**config.mk**
```make
export PLATFORM = sky130hd
export DESIGN_NAME = ra_sample_sequencer
export DESIGN_NICKNAME = d
export VERILOG_FILES = /design/src/rtl/ra_sample_sequencer.sv
export SDC_FILE = /design/constraint.sdc
export NUM_CORES = 1
export LEC_CHECK = 0
export CORE_MARGIN = 2
export CORE_UTILIZATION = 47
export DETAILED_ROUTE_END_ITERATION = 6
export PLACE_DENSITY = 0.86
export SYNTH_ARGS = -nofsm -noshare
export SYNTH_HDL_FRONTEND = slang
export SYNTH_SLANG_ARGS = --single-unit
```
**constraint.sdc**
```tcl
create_clock -name clk -period 1.7 [get_ports clk]
set_input_delay 0.255 -clock clk [delete_from_list [all_inputs] [get_ports clk]]
set_output_delay 0.255 -clock clk [all_outputs]
set_load 0.01 [all_outputs]
```
**src/rtl/ra_sample_sequencer.sv**
```systemverilog
// Rolling-average control front end: synchronizes the external sample strobe,
// captures each sample and steps it through shift, calculation start and completion,
// while tracking window fill and dropped strobes.
module ra_sample_sequencer #(
   parameter int unsigned RA_SIZE       = 8,
   parameter int unsigned BITS_PER_ELEM = 5,
   parameter int unsigned SYNC_STAGES   = 2,
   localparam int unsigned CntW         = $clog2(RA_SIZE + 1)
) (
   input  logic                     clk,
   input  logic                     rst,
   input  logic                     i_data_clk,
   input  logic [BITS_PER_ELEM-1:0] i_value,
   input  logic                     i_calc_done,
   input  logic                     i_clr_overrun,
   output logic                     o_shift_en,
   output logic [BITS_PER_ELEM-1:0] o_shift_data,
   output logic                     o_start_calc,
   output logic [CntW-1:0]          o_fill_count,
   output logic                     o_warm,
   output logic                     o_avg_valid,
   output logic                     o_overrun,
   output logic                     o_busy
);

   localparam logic [CntW-1:0] FullCnt = CntW'(RA_SIZE);

   typedef enum logic [1:0] {StIdle, StShift, StCalc, StWait} state_e;

   logic [SYNC_STAGES-1:0]   sync_q;
   logic [SYNC_STAGES-1:0]   prime_q;
   logic                     hist_q;
   logic                     armed_q;
   logic                     edge_q;
   logic                     sync_out;

   state_e                   state_q;
   logic                     shift_en_q;
   logic [BITS_PER_ELEM-1:0] shift_data_q;
   logic                     start_calc_q;
   logic [CntW-1:0]          fill_q;
   logic [CntW-1:0]          fill_d;
   logic                     warm_q;
   logic                     avg_valid_q;
   logic                     overrun_q;
   logic                     busy_q;

   assign sync_out = sync_q[SYNC_STAGES-1];

   // Synchronizer, history and arming; prime_q marks when sync_out reflects a real sample
   // so that a strobe held high across reset release never looks like a fresh rise.
   always_ff @(posedge clk) begin
      if (!rst) begin
         sync_q  <= '0;
         prime_q <= '0;
         hist_q  <= 1'b0;
         armed_q <= 1'b0;
         edge_q  <= 1'b0;
      end else begin
         sync_q  <= {sync_q[SYNC_STAGES-2:0], i_data_clk};
         prime_q <= {prime_q[SYNC_STAGES-2:0], 1'b1};
         hist_q  <= sync_out;
         armed_q <= armed_q | (prime_q[SYNC_STAGES-1] & ~sync_out);
         edge_q  <= sync_out & ~hist_q & armed_q;
      end
   end

   // Saturating fill increment used when a sample is accepted.
   always_comb begin
      fill_d = fill_q;
      if (fill_q != FullCnt) begin
         fill_d = fill_q + 1'b1;
      end
   end

   // Sequencing FSM; every output is registered alongside the state it belongs to.
   always_ff @(posedge clk) begin
      if (!rst) begin
         state_q      <= StIdle;
         shift_en_q   <= 1'b0;
         shift_data_q <= '0;
         start_calc_q <= 1'b0;
         fill_q       <= '0;
         warm_q       <= 1'b0;
         avg_valid_q  <= 1'b0;
         overrun_q    <= 1'b0;
         busy_q       <= 1'b0;
      end else begin
         shift_en_q   <= 1'b0;
         start_calc_q <= 1'b0;
         avg_valid_q  <= 1'b0;

         // A drop in the same cycle as a clear must still be reported.
         if (edge_q && (state_q != StIdle)) begin
            overrun_q <= 1'b1;
         end else if (i_clr_overrun) begin
            overrun_q <= 1'b0;
         end

         unique case (state_q)
            StIdle: begin
               if (edge_q) begin
                  state_q      <= StShift;
                  shift_data_q <= i_value;
                  shift_en_q   <= 1'b1;
                  fill_q       <= fill_d;
                  warm_q       <= (fill_d == FullCnt);
                  busy_q       <= 1'b1;
               end
            end
            StShift: begin
               state_q      <= StCalc;
               start_calc_q <= 1'b1;
            end
            StCalc: begin
               state_q <= StWait;
            end
            StWait: begin
               if (i_calc_done) begin
                  state_q     <= StIdle;
                  busy_q      <= 1'b0;
                  avg_valid_q <= (fill_q == FullCnt);
               end
            end
         endcase
      end
   end

   assign o_shift_en   = shift_en_q;
   assign o_shift_data = shift_data_q;
   assign o_start_calc = start_calc_q;
   assign o_fill_count = fill_q;
   assign o_warm       = warm_q;
   assign o_avg_valid  = avg_valid_q;
   assign o_overrun    = overrun_q;
   assign o_busy       = busy_q;

endmodule

```
==> out/qor.yml, run 1 <==
rr_startpoint: "state_q[0]"
crit_path_start: "o_fill_count[0]"
cts_tree: "built"
hpwl_um: 1560
worst_pin_slew_ns: 0.302
postSynthAreaPerCell_um2: 9.24
clkLatencyLatePin_ns: 0.32
crit_path_max_fanout: 7
clockBufferDepth: 2
start_kind: "register"
ys_types: 29
grt_max_degree: 15
syn_nets: 122
hold_viol: 0
cts_buffers: 3
hold_buffers: 0
core_um2: 1960
finalNonFillerCells: 161
fin_ws_ns: 0.0767
cpPeakStageDelay_ns: 0.58
clkPwrFrac: 0.343
fill_cells: 171
grt_setup_unrepaired: "false"
start_util: 0.499
path_delay_family: "buffers and inverters"
vias_per_cell: 4.99
crit_required_ns: 1.44
cap_violations: 0
worstSetupPathDepth: 1
crit_path_end_kind: "primary output"
power.density_nw_per_um2: 909
path_cells: "clkdlybuf4s50_1"
drcViolationCount: 0
drt_pre_antenna_iters: 4
drt-initial-drc-count: 10
wl_um: 1980
status: "complete, no violations"
antenna_found_initial: 0
p_sw_frac: 0.231
maxSlewViolCount: 0
num_rows: 16
overflow: 0
ir_worst_vdd_v: 0.000556
hold_depth: 1
fin_total_pwr_w: 0.00120
grt_pass1_vias: 845
p_sw_w: 0.000276
chipHeight_um: 49.7
fp.dieW_um: 49.7
reg2reg_to: "o_fill_count[2]"
netlist_area_um2: 980
fin_util: 0.671
postCtsSetupBuffers: 0
reg2reg_slack_ns: 0.18
final_nets: 151
num_vias: 803
crit_slowest_cell: "clkdlybuf4s50_1"
max-slew-margin-rel: 0.798
grtUsageTotal: 0.197
r2r_cells: 6
final.min_clock_period_ns: 1.62
htree_levels: 1
path_buf_inv: 1
sequentialPowerShare: 0.510
cts.sinks: 24
routabilityCongestion: 0.780
grt_first_pass_wirelength_um: 3630
antenna_left: 0
fin_crit_sh: 0.955
synth.ff_latch_count: 24
drive_gt1_frac: 0.0597
dp_cells: 157
routedWlPerCell_um: 12.3
pwr-share-comb: 0.146
ys_seq_area_frac: 0.490
layout_common_cells: "dfxtp_1, clkdlybuf4s50_1, nand2_1"
ios: 25
critPathKind: "register to primary output"
skew_ns: 0.00112
clockRootBuffer: "clkbuf_4"
arrival_ns: 1.37
dieArea_um2: 2470
pre_cts_slack_ns: 0.185
synthToLayoutAreaGrowth_pct: 34.4
setup.worst_path.end: "o_fill_count[0]"
diodes: 0
cts.repair.resized: 0
synthCells: 106
clk_pin_slew_ns: 0.13
p_int_w: 0.000920
hold_class: "register to register"
numPortBuffers: 24
finalSetupViolCount: 0
yosysWarnings: 0
p_leak_nw: 0.508
setup_tns_ns: 0
max_freq_mhz: 616
[cell type report]
cell class | instances | area, um2 | share of cell area
sequential | 24 | 480 | 0.365
multi-input combinational | 70 | 449 | 0.341
timing repair buffer | 28 | 270 | 0.205
tap | 27 | 33.8 | 0.0257
clock inverter | 1 | 30.0 | 0.0228
inverter | 8 | 30.0 | 0.0228
clock buffer | 3 | 22.5 | 0.0171
[worst min-delay path by stage]
stage,from,to,slack [ns]
floorplan,rst,prime_q[0],0.28
global placement,prime_q[0],prime_q[1],0.42
detailed placement,sync_q[0],sync_q[1],0.42
CTS,prime_q[0],prime_q[1],0.46
global route,prime_q[0],prime_q[1],0.48
finish,prime_q[0],prime_q[1],0.46
[cells by family after synthesis]
family | synth area share
flops | 0.490
buf+inv | 0.0511
fa+ha+maj | 0.0766
xor+xnor | 0.0268
compound gates | 0.132
mux | 0.0102
simple gates | 0.213
[worst reg2reg max path: cells and delay by family, from the launching register on]
kind                       cells  cell delay, ns
AOI/OAI and AO/OA              1            0.20
and+or+nand+nor                2            0.33
adders and majority gates      1            0.28
DFF                            1            0.37
buffers and inverters          2            0.26
[cell usage after synthesis, drive strengths merged]
cell type	number	share of area
a21boi	7	0.054
o31ai	1	0.0077
nand4	1	0.0064
nand2	15	0.057
inv	8	0.031
o21ai	3	0.015
o22ai	1	0.0064
nor3b	1	0.0077
clkbuf	2	0.0077
nor3	2	0.010
and2	9	0.057
a21oi	5	0.026
xnor2	2	0.018
nor2b	3	0.019
xor2	1	0.0089
nand4b	1	0.0089
nand3b	1	0.0077
nor2	2	0.0077
buf	2	0.013
a21o	1	0.0077
o21a	2	0.015
and3	1	0.0064
dfxtp	24	0.49
nand3	3	0.015
and3b	1	0.0089
mux2i	1	0.010
ha	6	0.077
[state kept, by name (all words and copies together), names as in the netlist, 2 cells and up]
name and count:
o_shift_data 5, o_fill_count 4, prime_q 2, state_q 2, sync_q 2
[power by group through the flow]
stage | logic [W] | registers, W | clock network, W
finish | 0.000175 | 0.000610 | 0.000410
global route | 0.000194 | 0.000614 | 0.000438
CTS | 0.000175 | 0.000611 | 0.000416
detailed placement | 0.000173 | 0.000623 | 0
global placement | 0.000162 | 0.000623 | 0
floorplan | 0.0000966 | 0.000624 | 0
[per-layer routing]
metal  track usage  vias to the layer above  part of all wire
li1              -                      405                 -
met1         0.205                      369              0.40
met2         0.356                       20              0.53
met3        0.0364                        9             0.025
met4         0.130                        0             0.044
met5             0                        -                 0
[stage by stage]
stage / cell area [um2] / hold slack, ns
detailed placement: 1260 / 0.423
finish: 1320 / 0.459
floorplan: 980 / 0.283
global placement: 1260 / 0.420
global route: 1320 / 0.483
CTS: 1320 / 0.462
Note: power is estimated with default switching activity, not from simulation.
==> run 2, diff against run 1 <==
CTS_CLUSTER_DIAMETER = 100   (was default)
==> results of run 2 <==
No change in the layout: final DEF, timing and power equal those of run 1.
==> run 3, diff against run 2 <==
SLEW_MARGIN = 20   (was default)
==> results of run 3 <==
No change in the layout: final DEF, timing and power equal those of run 1.
